--- src/rtl/ram_port_arbiter.sv ---
`default_nettype none
// ============================================================================
// Module   : ram_port_arbiter
// Purpose  : Two-requester req/ack arbiter in front of a single-port RAM,
//            one registered transaction in flight at a time.
// Options  : ARB_ROUND_ROBIN_EN selects round-robin conflict resolution;
//            undefined gives fixed priority to port 0.
// Revision : 1.0 - initial release
// ============================================================================
module ram_port_arbiter #(
    parameter int ADDR_W = 9,
    parameter int DATA_W = 32,
    parameter int RD_LAT = 1
) (
    input  logic              clk,
    input  logic              reset_n,
    input  logic              req0,
    input  logic              we0,
    input  logic [ADDR_W-1:0] addr0,
    input  logic [DATA_W-1:0] wdata0,
    input  logic              req1,
    input  logic              we1,
    input  logic [ADDR_W-1:0] addr1,
    input  logic [DATA_W-1:0] wdata1,
    output logic              ack0,
    output logic              ack1,
    output logic [DATA_W-1:0] rdata0,
    output logic [DATA_W-1:0] rdata1,
    output logic              ram_en,
    output logic              ram_we,
    output logic [ADDR_W-1:0] ram_addr,
    output logic [DATA_W-1:0] ram_wdata,
    input  logic [DATA_W-1:0] ram_rdata,
    output logic              busy,
    output logic              grant_id
);

    localparam logic [2:0] c_wait_init = 3'(RD_LAT - 1);

    typedef enum logic [1:0] {
        IDLE   = 2'd0,
        ACCESS = 2'd1,
        WAIT   = 2'd2,
        DONE   = 2'd3
    } state_t;

    state_t     r_state;
    state_t     w_next_state;
    logic [2:0] r_cnt;
    logic       r_last_grant;
    logic       w_winner;

    // Arbitration: a lone requester always wins; only conflicts use the policy.
    always_comb begin
        if (req0 && req1) begin
`ifdef ARB_ROUND_ROBIN_EN
            w_winner = ~r_last_grant;
`else
            w_winner = 1'b0;
`endif
        end else begin
            w_winner = req1;
        end
    end

`ifndef ARB_ROUND_ROBIN_EN
    logic w_unused_last_grant;
    assign w_unused_last_grant = r_last_grant;
`endif

    always_ff @(posedge clk or negedge reset_n) begin
        if (!reset_n) begin
            r_state <= IDLE;
        end else begin
            r_state <= w_next_state;
        end
    end

    // In ACCESS, ram_we still holds the latched direction of the transaction.
    always_comb begin
        w_next_state = r_state;
        unique case (r_state)
            IDLE:    if (req0 || req1) w_next_state = ACCESS;
            ACCESS:  w_next_state = ram_we ? DONE : WAIT;
            WAIT:    if (r_cnt == 3'd0) w_next_state = DONE;
            DONE:    w_next_state = IDLE;
            default: w_next_state = IDLE;
        endcase
    end

    // Every output is registered from the upcoming state, so each is visible
    // in the cycle the FSM occupies that state.
    always_ff @(posedge clk or negedge reset_n) begin
        if (!reset_n) begin
            r_cnt        <= 3'd0;
            r_last_grant <= 1'b1;
            grant_id     <= 1'b0;
            ack0         <= 1'b0;
            ack1         <= 1'b0;
            rdata0       <= '0;
            rdata1       <= '0;
            ram_en       <= 1'b0;
            ram_we       <= 1'b0;
            ram_addr     <= '0;
            ram_wdata    <= '0;
            busy         <= 1'b0;
        end else begin
            busy   <= (w_next_state != IDLE);
            ack0   <= 1'b0;
            ack1   <= 1'b0;
            ram_en <= 1'b0;
            ram_we <= 1'b0;
            case (r_state)
                IDLE: begin
                    if (req0 || req1) begin
                        grant_id  <= w_winner;
                        ram_en    <= 1'b1;
                        ram_we    <= w_winner ? we1 : we0;
                        ram_addr  <= w_winner ? addr1 : addr0;
                        ram_wdata <= w_winner ? wdata1 : wdata0;
                    end
                end
                ACCESS: begin
                    if (ram_we) begin
                        ack0 <= ~grant_id;
                        ack1 <= grant_id;
                    end else begin
                        r_cnt <= c_wait_init;
                    end
                end
                WAIT: begin
                    if (r_cnt != 3'd0) begin
                        r_cnt <= r_cnt - 3'd1;
                    end else begin
                        if (grant_id) begin
                            rdata1 <= ram_rdata;
                        end else begin
                            rdata0 <= ram_rdata;
                        end
                        ack0 <= ~grant_id;
                        ack1 <= grant_id;
                    end
                end
                DONE: begin
                    r_last_grant <= grant_id;
                end
                default: ;
            endcase
        end
    end

endmodule
`default_nettype wire
--- config.mk ---
export PLATFORM = sky130hd
export DESIGN_NAME = ram_port_arbiter
export DESIGN_NICKNAME = d
export VERILOG_FILES = /design/src/rtl/ram_port_arbiter.sv
export SDC_FILE = /design/constraint.sdc
export NUM_CORES = 1
export LEC_CHECK = 0
export CAP_MARGIN = 40
export CORE_MARGIN = 10
export CORE_UTILIZATION = 35
export CTS_BUF_LIST = sky130_fd_sc_hd__clkbuf_8
export CTS_CLUSTER_SIZE = 24
export DETAILED_ROUTE_END_ITERATION = 10
export HOLD_SLACK_MARGIN = 0.03
export MAX_ROUTING_LAYER = met4
export PLACE_DENSITY = 0.69
export SLEW_MARGIN = 20
export SYNTH_ARGS = -nofsm -noshare
export SYNTH_HDL_FRONTEND = slang
export SYNTH_SLANG_ARGS = --single-unit
--- constraint.sdc ---
create_clock -name clk -period 1.69 [get_ports clk]
set_input_delay 0.169 -clock clk [delete_from_list [all_inputs] [get_ports clk]]
set_output_delay 0.169 -clock clk [all_outputs]
set_load 0.005 [all_outputs]
# [Yosys cells after proc, flatten, opt, wreduce, memory -nomap -nowiden]
# Cells that the tools add are included.
[word_totals] regBits=116 inputBits=120 out_inout_bits=111 elab_cells=52
[op_classes] addsub=1 n_bitwise=2 n_reduce_logical=11 muxes=21 n_eq_ne=5
[op_table] cell="$mux 32" n=1
[op_table] cell="$mux 1" n=11
[op_table] cell="$mux 9" n=1
[op_table] cell="$reduce_and 3->1" n=3
[op_table] cell="$pmux 2 s4" n=1
[op_table] cell="$mux 3" n=2
[op_table] cell="$pmux 3 s2" n=1
[op_table] cell="$eq 2x2->1 const B" n=2
[op_table] cell="$mux 2" n=2
[op_table] cell="$ne 2x2->1 const B" n=2
[op_table] cell="$pmux 1 s2" n=2
[op_table] cell="$reduce_bool 2->1" n=2
[op_table] cell="$logic_not 3->1" n=1
[op_table] cell="$reduce_bool 3->1" n=1
[op_table] cell="$sub 3x1->3 const B" n=1
[op_table] cell="$eq 2x1->1 const B" n=1
[op_table] cell="$logic_not 2->1" n=1
[op_table] cell="$not 1->1" n=2
[op_table] cell="$reduce_and 2->1" n=1
[op_table] cell="$logic_and 1x1->1" n=1
[op_table] cell="$logic_or 1x1->1" n=1

# [Depth between registers and ports, before layout]
# Gate-level depths: netlist of the first run.
[logic_depth] word_depth=5 mapped_depth=8 depth_no_buf=5

# [Least setup slack after synthesis of the first run]
# OpenSTA, ideal clock, no wires.
[synth_path] path_type="register to register" start="register r_state[0]" end="register rdata0[10]" setup_time_ns=0.125 slack_ns=-0.057 required_time_ns=1.565 arrival_time_ns=1.622 path_stages_with_launch=9 path_buffers=3 period_less_slack_ns=1.747 cell_sequence="dfrtp_1 -> inv_1 -> ha_1 -> buf_6 -> and3b_4 -> and2_4 -> buf_6 -> buf_12 -> mux2_4"
[synth_between] elab_chain_len=2
[synth_rtl] element="from (decl)" line_no="47" text="state_t r_state;"
[synth_rtl] element="from (signal assigned)" line_no="75" text="r_state <= w_next_state;"
[synth_rtl] element="$eq 2x2->1" line_no="113" text="case (r_state)"
[synth_rtl] element="$reduce_and 3->1 (no line)"
[synth_rtl] element="to (signal assigned)" line_no="138" text="rdata0 <= ram_rdata;"
[synth_rtl] element="to (decl)" line_no="27" text="output logic [DATA_W-1:0] rdata0,"
# Every way passes these cells.
# A chain may end at the register's enable or synchronous reset.

# [Worst setup path in the final report of the first run]
[layout_path] start="register r_cnt[1]" end="register rdata0[1]"
[layout_between] elab_chain_len=3
[layout_rtl] element="from (decl)" line_no="49" text="logic [2:0] r_cnt;"
[layout_rtl] element="from (signal assigned)" line_no="128" text="r_cnt <= c_wait_init;"
[layout_rtl] element="from (signal assigned)" line_no="133" text="r_cnt <= r_cnt - 3'd1;"
[layout_rtl] element="$reduce_bool 3->1" line_no="132" text="if (r_cnt != 3'd0) begin"
[layout_rtl] element="$not 1->1 (no line)"
[layout_rtl] element="$reduce_and 3->1 (no line)"
# Every way passes these cells.

==> impl_metrics.env, run 1 <==
export IMPL_pre_cts_ws_ps=-20.0
export IMPL_r2r_start="r_cnt[1]"
export IMPL_combPwrFrac=0.445
export IMPL_p_leak_uw=0.00370
export IMPL_yosysSeqAreaShare=0.583
export IMPL_endpoint_kind="register"
export IMPL_vias=3844
export IMPL_finish_instance_area_um2=8200
export IMPL_multi_input_area_um2=1930
export IMPL_h_tree_depth=4
export IMPL_synth_area_um2=4980
export IMPL_hold_viol=0
export IMPL_grtUsageTotal=0.157
export IMPL_grt_pass1_wl_um=23400
export IMPL_cts_buffers=17
export IMPL_sw_frac_of_total=0.283
export IMPL_cts_sinks=116
export IMPL_synth_seq_cells=116
export IMPL_cts_root_buf="clkbuf_8"
export IMPL_place_gp_congestion=0.789
export IMPL_syn_nets=499
export IMPL_die_w_um=139
export IMPL_ios=231
export IMPL_portBuffers=230
export IMPL_nFillCells=1152
export IMPL_p_sw_uw=4140
export IMPL_finalMaxSlewViolations=0
export IMPL_powerDensity_nw_per_um2=1790
export IMPL_finalNonFillerCells=824
export IMPL_clock_path_buffers=2
export IMPL_die_h_um=139
export IMPL_antenna_left=0
export IMPL_relSlewSlack=0.739
export IMPL_finClkSkew_ps=9.05
export IMPL_finalSetupTns_ps=0
export IMPL_die_area_um2=19400
export IMPL_rows=43
export IMPL_status="finished clean"
export IMPL_r2r_end="rdata0[1]"
export IMPL_start_util=0.358
export IMPL_crit_type="register to register"
export IMPL_synthCells=374
export IMPL_fmax_mhz=601
export IMPL_crit_chain="inv_2, ha_4, and3b_4, and2_4, buf_12, mux2_2"
export IMPL_p_clk_frac=0.219
export IMPL_final_common_cell="clkdlybuf4s50_1"
export IMPL_wirelength_um=15000
export IMPL_highest_layer="met4"
export IMPL_cts_tree="done"
export IMPL_cts_clk_slew_worst_paths_ps=70
export IMPL_hold_ws_ps=106
export IMPL_fin_crit_ps=1660
export IMPL_synth_main_ff_cell="dfrtp_1"
export IMPL_hpwl_um=11800
export IMPL_route_met2_wl_um=6470
export IMPL_worst_slew_pin_slew_ps=392
export IMPL_max_vdd_ir_drop_v=0.000608
export IMPL_final_cell_mix="clkdlybuf4s50_1 (229), dfrtp_1 (116), o21ai_0 (46), nand2_1 (46), mux2i_1 (41)"
export IMPL_wl_met1_um=6300
export IMPL_nNetsFinal=756
export IMPL_maxCapViolations=0
export IMPL_finalSetupViolations=0
export IMPL_worstHoldPathType="input port to async pin"
export IMPL_syn_area_per_cell_um2=13.3
export IMPL_drtIter0Drc=150
export IMPL_dr_pass1_iters=4
export IMPL_areaGrowthSynthToFinish_pct=64.6
export IMPL_viasPerCell=4.67
export IMPL_reg2reg_depth=6
export IMPL_wl_met3_um=2060
export IMPL_synth_edf_count=0
export IMPL_design_core_area_um2=13900
export IMPL_critPathLaunchType="register"
export IMPL_period_share=0.984
export IMPL_slowest_stage="dfrtp_1"
export IMPL_crit_fanout=8
export IMPL_drive_gt1_frac=0.211
export IMPL_seqCellArea_um2=2900
export IMPL_yosysWarnings=0
export IMPL_dp_cells=786
export IMPL_drc=0
export IMPL_required_ps=2000
export IMPL_cpPeakStageDelay_ps=400
export IMPL_rrSetupSlack_ps=30
export IMPL_fin_ws_ps=26.7
export IMPL_clkLatencyLatePin_ps=430
export IMPL_antenna_found_initial=0
export IMPL_synth_distinct_cells=27
export IMPL_async_reset_ff_frac=1.00
export IMPL_wl_per_cell_um=18.2
export IMPL_dpl_instance_area_um2=7590
export IMPL_intPower_uw=10500
export IMPL_diodes=0
export IMPL_critPathArrivalTime_ps=1980
export IMPL_grt_pass1_vias=4216
export IMPL_grt_overflow=0
export IMPL_grt_start_max_net_pins=79
export IMPL_seq_power_share=0.337
flip-flops by register name, summed over array words and instances, names as in the netlist, 2 cells and up:
signal     count
ram_addr       9
r_cnt          3
rdata1        32
ram_wdata     32
rdata0        32
r_state        2
worst max path at each step:
| stage | startpoint | end | slack, ps | cells after the start |
|---|---|---|---|---|
| floorplan | r_state[0] | rdata0[10] | -50 | 8 |
| CTS | r_cnt[0] | rdata0[0] | -40 | 6 |
| global route | r_cnt[1] | rdata0[1] | -30 | 6 |
| global placement | r_state[0] | rdata0[1] | 30 | 6 |
| detailed placement | r_cnt[0] | rdata0[0] | -20 | 6 |
| finish | r_cnt[1] | rdata0[1] | 30 | 6 |
worst max-delay path: cells and delay by family (launching register included):
family / cells / cell delay (ps)
adders and majority gates: 1 / 130
and+or+nand+nor: 2 / 440
muxes: 1 / 340
buffers and inverters: 2 / 240
DFF: 1 / 400
power groups by stage:
| stage | clock [µW] | combinational (µW) | sequential (µW) |
|---|---|---|---|
| after floorplan | 0 | 2680 | 4960 |
| after global placement | 0 | 6360 | 4920 |
| after detailed placement | 0 | 6490 | 4970 |
| after CTS | 3290 | 6520 | 4940 |
| after global routing | 3430 | 7100 | 5110 |
| final | 3210 | 6510 | 4930 |
layout make-up:
class,instances,area share
Clock inverter,14,0.0314
Sequential cell,116,0.354
Timing Repair Buffer,260,0.319
Multi-Input combinational cell,229,0.235
Inverter,7,0.00320
Tap cell,180,0.0275
Clock buffer,18,0.0302
repair_timing:
action / 4_1_cts / 5_1_grt
hold buffers: 1 / 0
setup endpoints to repair: 15 / 62
resized for setup: 0 / 10
cloned: 0 / 1
setup buffers: 0 / 4
hold endpoints to repair: 116 / 0
pin swaps: 0 / 2
metrics by stage:
| stage | power, µW | util |
|---|---|---|
| 2_1_floorplan | 7640 | - |
| 5_1_grt | 15600 | 0.589 |
| 6_report | 14700 | 0.589 |
| 3_5_place_dp | 11500 | 0.545 |
| 3_3_place_gp | 11300 | 0.545 |
| 4_1_cts | 14700 | 0.582 |
synthesized netlist by cell type, types with 2 or more instances:
| cell | count | area [µm²] |
|---|---|---|
| buf_2 | 8 | 40.0 |
| nor2_1 | 5 | 18.8 |
| nand2b_1 | 2 | 12.5 |
| buf_4 | 4 | 30.0 |
| mux2_2 | 34 | 383 |
| mux2_4 | 30 | 450 |
| ha_1 | 5 | 62.6 |
| o211ai_1 | 3 | 22.5 |
| nand2_1 | 46 | 173 |
| buf_12 | 3 | 60.1 |
| o21ai_0 | 47 | 235 |
| nand4_1 | 2 | 12.5 |
| a211oi_1 | 3 | 22.5 |
| mux2i_1 | 41 | 410 |
| and2_1 | 2 | 12.5 |
| buf_6 | 2 | 22.5 |
| dfrtp_1 | 116 | 2900 |
| a21oi_1 | 2 | 10.0 |
| clkbuf_1 | 5 | 18.8 |
| inv_1 | 7 | 26.3 |
metal layers:
metal	track usage	vias up
met5	-	-
met4	0.0472	0
met3	0.0966	13
met2	0.222	204
met1	0.180	1810
li1	-	1817
kinds of logic (layout without fill, tap and decap cells):
kind of cell / Yosys count / in the layout / synth area share
DFF: 116 / 116 / 0.583
muxes: 105 / 105 / 0.250
adders and majority gates: 5 / 5 / 0.0126
buffers and inverters: 29 / 299 / 0.0397
and+or+nand+nor: 63 / 63 / 0.0555
AOI/OAI and AO/OA: 56 / 56 / 0.0600
(Power assumes the default switching activity.)
==> run 2, diff against run 1 <==
Clock period 1.69 ns to 1.5 ns, I/O delays scaled along.
==> run 2 against run 1 <==
Effect of this change: register-to-register slack lost 170 ps; highest routed layer unchanged; critical path type unchanged; global-route usage increased by 0.59 points; critical path depth did not move; the run now ends with negative setup slack left; final area is 6.4% higher; utilization up 3.8 points; sequential power increased by 12%.
==> impl_metrics.env, run 2 (synthesis gave the netlist of run 1 again) <==
export IMPL_grt_pass1_vias=4363
export IMPL_rsz0062_at_grt="yes"
export IMPL_nFillCells=1061
export IMPL_endpoint_kind="register"
export IMPL_hold_ws_ps=288
export IMPL_status="finished, violations left"
export IMPL_vias=4029
export IMPL_diodes=0
export IMPL_grtUsageTotal=0.163
export IMPL_portBuffers=230
export IMPL_cts_buffers=17
export IMPL_max_vdd_ir_drop_v=0.000658
export IMPL_areaGrowthSynthToFinish_pct=75.2
export IMPL_powerDensity_nw_per_um2=1910
export IMPL_final_common_cell="clkdlybuf4s50_1"
export IMPL_period_share=1.09
export IMPL_p_sw_uw=5060
export IMPL_hold_viol=0
export IMPL_antenna_left=0
export IMPL_fin_ws_ps=-142
export IMPL_design_core_area_um2=13900
export IMPL_combPwrFrac=0.488
export IMPL_crit_type="register to register"
export IMPL_r2r_start="r_state[0]"
export IMPL_grt_pass1_wl_um=24400
export IMPL_nNetsFinal=792
export IMPL_cts_sinks=116
export IMPL_dr_pass1_iters=4
export IMPL_critPathArrivalTime_ps=1950
export IMPL_worst_slew_pin_slew_ps=356
export IMPL_wl_per_cell_um=19.3
export IMPL_grt_start_max_net_pins=71
export IMPL_violations="negative setup slack"
export IMPL_viasPerCell=4.68
export IMPL_place_gp_congestion=0.823
export IMPL_die_area_um2=19400
export IMPL_cts_root_buf="clkbuf_8"
export IMPL_die_h_um=139
export IMPL_fmax_mhz=609
export IMPL_fin_crit_ps=1640
export IMPL_clkLatencyLatePin_ps=430
export IMPL_grt_overflow=0
export IMPL_r2r_end="rdata0[7]"
export IMPL_ios=231
export IMPL_intPower_uw=11600
export IMPL_maxCapViolations=0
export IMPL_finish_instance_area_um2=8730
export IMPL_reg2reg_depth=6
export IMPL_hpwl_um=12000
export IMPL_finalMaxSlewViolations=0
export IMPL_worstHoldPathType="input port to async pin"
export IMPL_rrSetupSlack_ps=-140
export IMPL_p_clk_frac=0.181
export IMPL_crit_fanout=8
export IMPL_clock_path_buffers=2
export IMPL_die_w_um=139
export IMPL_dpl_instance_area_um2=7770
export IMPL_finClkSkew_ps=7.38
export IMPL_seq_power_share=0.331
export IMPL_drc=0
export IMPL_critPathLaunchType="register"
export IMPL_cts_tree="done"
export IMPL_required_ps=1810
export IMPL_cts_clk_slew_worst_paths_ps=70
export IMPL_finalSetupViolations=64
export IMPL_antenna_found_initial=0
export IMPL_h_tree_depth=4
export IMPL_top_regs="ram_wdata (32), rdata0 (32), rdata1 (32)"
export IMPL_final_cell_mix="clkdlybuf4s50_1 (139), dfrtp_1 (116), dlymetal6s2s_1 (51), nand2_1 (46), mux2i_1 (41)"
export IMPL_drtIter0Drc=127
export IMPL_p_leak_uw=0.00453
export IMPL_wirelength_um=16600
export IMPL_rows=43
export IMPL_finalSetupTns_ps=-7340
export IMPL_drive_gt1_frac=0.265
export IMPL_sw_frac_of_total=0.305
export IMPL_start_util=0.358
export IMPL_relSlewSlack=0.763
## run 2: timing repair
item / in CTS / in global routing
endpoints found under the setup margin: 108 / 153
cloned: 1 / 8
pin swaps: 1 / 6
resized for setup: 75 / 76
hold buffers: 1 / 0
endpoints found under the hold margin: 116 / 0
buffers inserted: 8 / 13
## run 2: how the worst max path moves through the flow
| stage | from | to | slack (ps) | cells after the start |
|---|---|---|---|---|
| 2_1_floorplan | r_state[0] | rdata0[10] | -240 | 8 |
| 3_3_place_gp | r_state[0] | rdata0[6] | -110 | 6 |
| 3_5_place_dp | req0 | ram_wdata[24] | -140 | 5 |
| 4_1_cts | r_state[0] | rdata0[20] | -130 | 6 |
| 5_1_grt | r_state[0] | rdata0[7] | -180 | 6 |
| 6_report | r_state[0] | rdata0[7] | -140 | 6 |
## run 2: layout make-up
| type | count | area (µm²) | area share |
|---|---|---|---|
| timing repair buffer | 295 | 3140 | 0.359 |
| inverter | 7 | 26.3 | 0.00301 |
| sequential | 116 | 2900 | 0.333 |
| clock buffer | 21 | 289 | 0.0331 |
| clock inverter | 11 | 133 | 0.0152 |
| multi-input combinational | 230 | 2020 | 0.231 |
| tap | 180 | 225 | 0.0258 |
## run 2: through the flow
step                setup WS (ps)  power, µW  instances   util
floorplan                    -238       8620        374      -
detailed placement           -145      13100        798  0.558
finish                       -142      16600        860  0.626
global placement             -110      12900        798  0.558
global route                 -177      17700        860  0.626
CTS                          -132      16200        840  0.597
## run 2: layer usage
metal | track usage | vias up | wire length [µm]
met2 | 0.229 | 209 | 7560
met3 | 0.0861 | 17 | 1680
li1 | - | 1892 | -
met1 | 0.193 | 1911 | 7160
met4 | 0.0577 | 0 | 214
met5 | - | - | 0
## run 2: critical path, stage by stage, from the launching register on
cell and delay (ps):
dfrtp_1 390, inv_2 90, ha_4 130, and3b_4 200, and2_4 250, buf_12 160
mux2_4 300
## run 2: power by group through the flow
| stage | clock network (µW) | logic, µW | registers, µW |
|---|---|---|---|
| CTS | 3110 | 7590 | 5530 |
| global route | 3260 | 8790 | 5690 |
| detailed placement | 0 | 7490 | 5610 |
| global placement | 0 | 7350 | 5530 |
| finish | 3010 | 8120 | 5500 |
| floorplan | 0 | 3030 | 5590 |
==> run 3, diff against run 2 <==
==> constraint.sdc (replaced) <==
create_clock -name clk -period 1.5 [get_ports clk]
set_input_delay 0.225 -clock clk [delete_from_list [all_inputs] [get_ports clk]]
set_output_delay 0.225 -clock clk [all_outputs]
set_load 0.005 [all_outputs]
==> run 3 against run 2 <==
Effect of this change: the flow still finishes with violations (negative setup slack); clock power shrank 3%; die area stayed put; via count grew 3.3%; highest routed layer unchanged.
==> impl_metrics.env, run 3 (synthesis gave the netlist of run 1 again) <==
export IMPL_hpwl_um=11700
export IMPL_hold_viol=0
export IMPL_cp_buffers_inverters=2
export IMPL_die_area_um2=19400
export IMPL_wirelength_um=17700
export IMPL_crit_chain="inv_2, ha_4, and3b_4, and2_4, clkbuf_16, mux2_4"
export IMPL_areaGrowthSynthToFinish_pct=78.8
export IMPL_worstHoldPathType="input port to register"
export IMPL_finalSetupViolations=79
export IMPL_fin_ws_ps=-171
export IMPL_rsz0062_at_grt="yes"
export IMPL_relSlewSlack=0.597
export IMPL_grt_overflow=0
export IMPL_start_util=0.358
export IMPL_grt_pass1_vias=4740
export IMPL_drtIter0Drc=104
export IMPL_powerDensity_nw_per_um2=1980
export IMPL_grtUsageTotal=0.178
export IMPL_top_regs="ram_wdata (32), rdata0 (32), rdata1 (32)"
export IMPL_max_vdd_ir_drop_v=0.000794
export IMPL_die_h_um=139
export IMPL_place_gp_congestion=0.857
export IMPL_maxCapViolations=0
export IMPL_wl_per_cell_um=20.6
export IMPL_nNetsFinal=793
export IMPL_critPathLaunchType="register"
export IMPL_hold_ws_ps=408
export IMPL_cts_tree="done"
export IMPL_slowest_stage="dfrtp_1"
export IMPL_critPathArrivalTime_ps=1990
export IMPL_cts_sinks=116
export IMPL_cts_clk_slew_worst_paths_ps=70
export IMPL_status="finished, violations left"
export IMPL_ios=231
export IMPL_dpl_instance_area_um2=7640
export IMPL_dr_pass1_iters=4
export IMPL_vias=4161
export IMPL_worst_path_dominant_cell_family="simple AND/OR/NAND/NOR gates"
export IMPL_drive_gt1_frac=0.364
export IMPL_rows=43
export IMPL_design_core_area_um2=13900
export IMPL_cpPeakStageDelay_ps=390
export IMPL_finClkSkew_ps=14.4
export IMPL_die_w_um=139
export IMPL_antenna_found_initial=0
export IMPL_period_share=1.11
export IMPL_grt_start_max_net_pins=117
export IMPL_fmax_mhz=598
export IMPL_fin_crit_ps=1670
export IMPL_diodes=0
export IMPL_finish_instance_area_um2=8910
export IMPL_endpoint_kind="register"
export IMPL_cts_root_buf="clkbuf_8"
export IMPL_clock_path_buffers=2
export IMPL_drc=0
export IMPL_finalMaxSlewViolations=0
export IMPL_grt_pass1_wl_um=26500
export IMPL_worst_slew_pin_slew_ps=604
export IMPL_violations="negative setup slack"
export IMPL_crit_type="register to register"
export IMPL_h_tree_depth=4
export IMPL_p_leak_uw=0.00426
export IMPL_crit_fanout=6
export IMPL_pre_cts_ws_ps=-217
export IMPL_viasPerCell=4.83
export IMPL_required_ps=1820
export IMPL_antenna_left=0
export IMPL_final_common_cell="clkdlybuf4s50_1"
export IMPL_clkLatencyLatePin_ps=440
export IMPL_portBuffers=230
export IMPL_cts_buffers=17
export IMPL_final_cell_mix="clkdlybuf4s50_1 (118), dfrtp_1 (116), dlygate4sd2_1 (110), mux2i_1 (41)"
-- run 3: final cells by class --
class                      instances  area [µm²]
clock buffer                      20         275
clock inverter                    12         130
fill                            1088        5030
inverter                           7        26.3
multi-input combinational        230        2280
sequential                       116        2900
tap                              180         225
timing repair buffer             296        3070
-- run 3: final timing paths --
check / cells after the start / start / end / slack (ps)
min: 3 / wdata1[15] / ram_wdata[15] / 410
min in group asynchronous: 3 / reset_n / rdata0[23] / 460
max reg2reg: 6 / r_cnt[1] / rdata0[6] / -170
max: 6 / r_cnt[1] / rdata0[6] / -170
min reg2reg: 2 / ram_addr[4] / ram_addr[4] / 480
max in group asynchronous: 3 / reset_n / rdata1[3] / 610
-- run 3: worst register-to-register path, cell delays in order (launching register included) --
cell	delay (ps)
dfrtp_1	390
inv_2	90
ha_4	130
and3b_4	220
and2_4	250
clkbuf_16	190
mux2_4	290
-- run 3: stage by stage --
step | utilization | total power, µW | cells | setup TNS, ps
after floorplan | - | 8620 | 374 | -12470
after global routing | 0.639 | 18700 | 861 | -12640
after CTS | 0.620 | 17000 | 857 | -9450
after global placement | 0.549 | 12900 | 791 | -10270
after detailed placement | 0.549 | 13100 | 791 | -14160
final | 0.639 | 17700 | 861 | -7980
-- run 3: per-layer routing --
metal  vias up  global-route usage  wire, µm
li1       1898                   -         -
met1      2029               0.199      7390
met2       208               0.263      8200
met3        26              0.0895      1730
met4         0              0.0769       413
met5         -                   -         0
-- run 3: where the power goes --
part           switching, µW  internal (µW)  leakage, µW
Combinational           3560           5520      0.00267
Clock                   1310           1600     0.000193
Sequential              1020           4680      0.00139
Total                   5890          11800      0.00426
-- run 3: what timing repair did --
| action | in CTS | in global routing |
|---|---|---|
| setup endpoints to repair | 211 | 107 |
| buffers inserted | 23 | 3 |
| gates resized for setup | 219 | 64 |
| hold endpoints to repair | 116 | 0 |
| hold buffers | 1 | 0 |
| pin swaps | 28 | 29 |
| gates cloned | 11 | 4 |
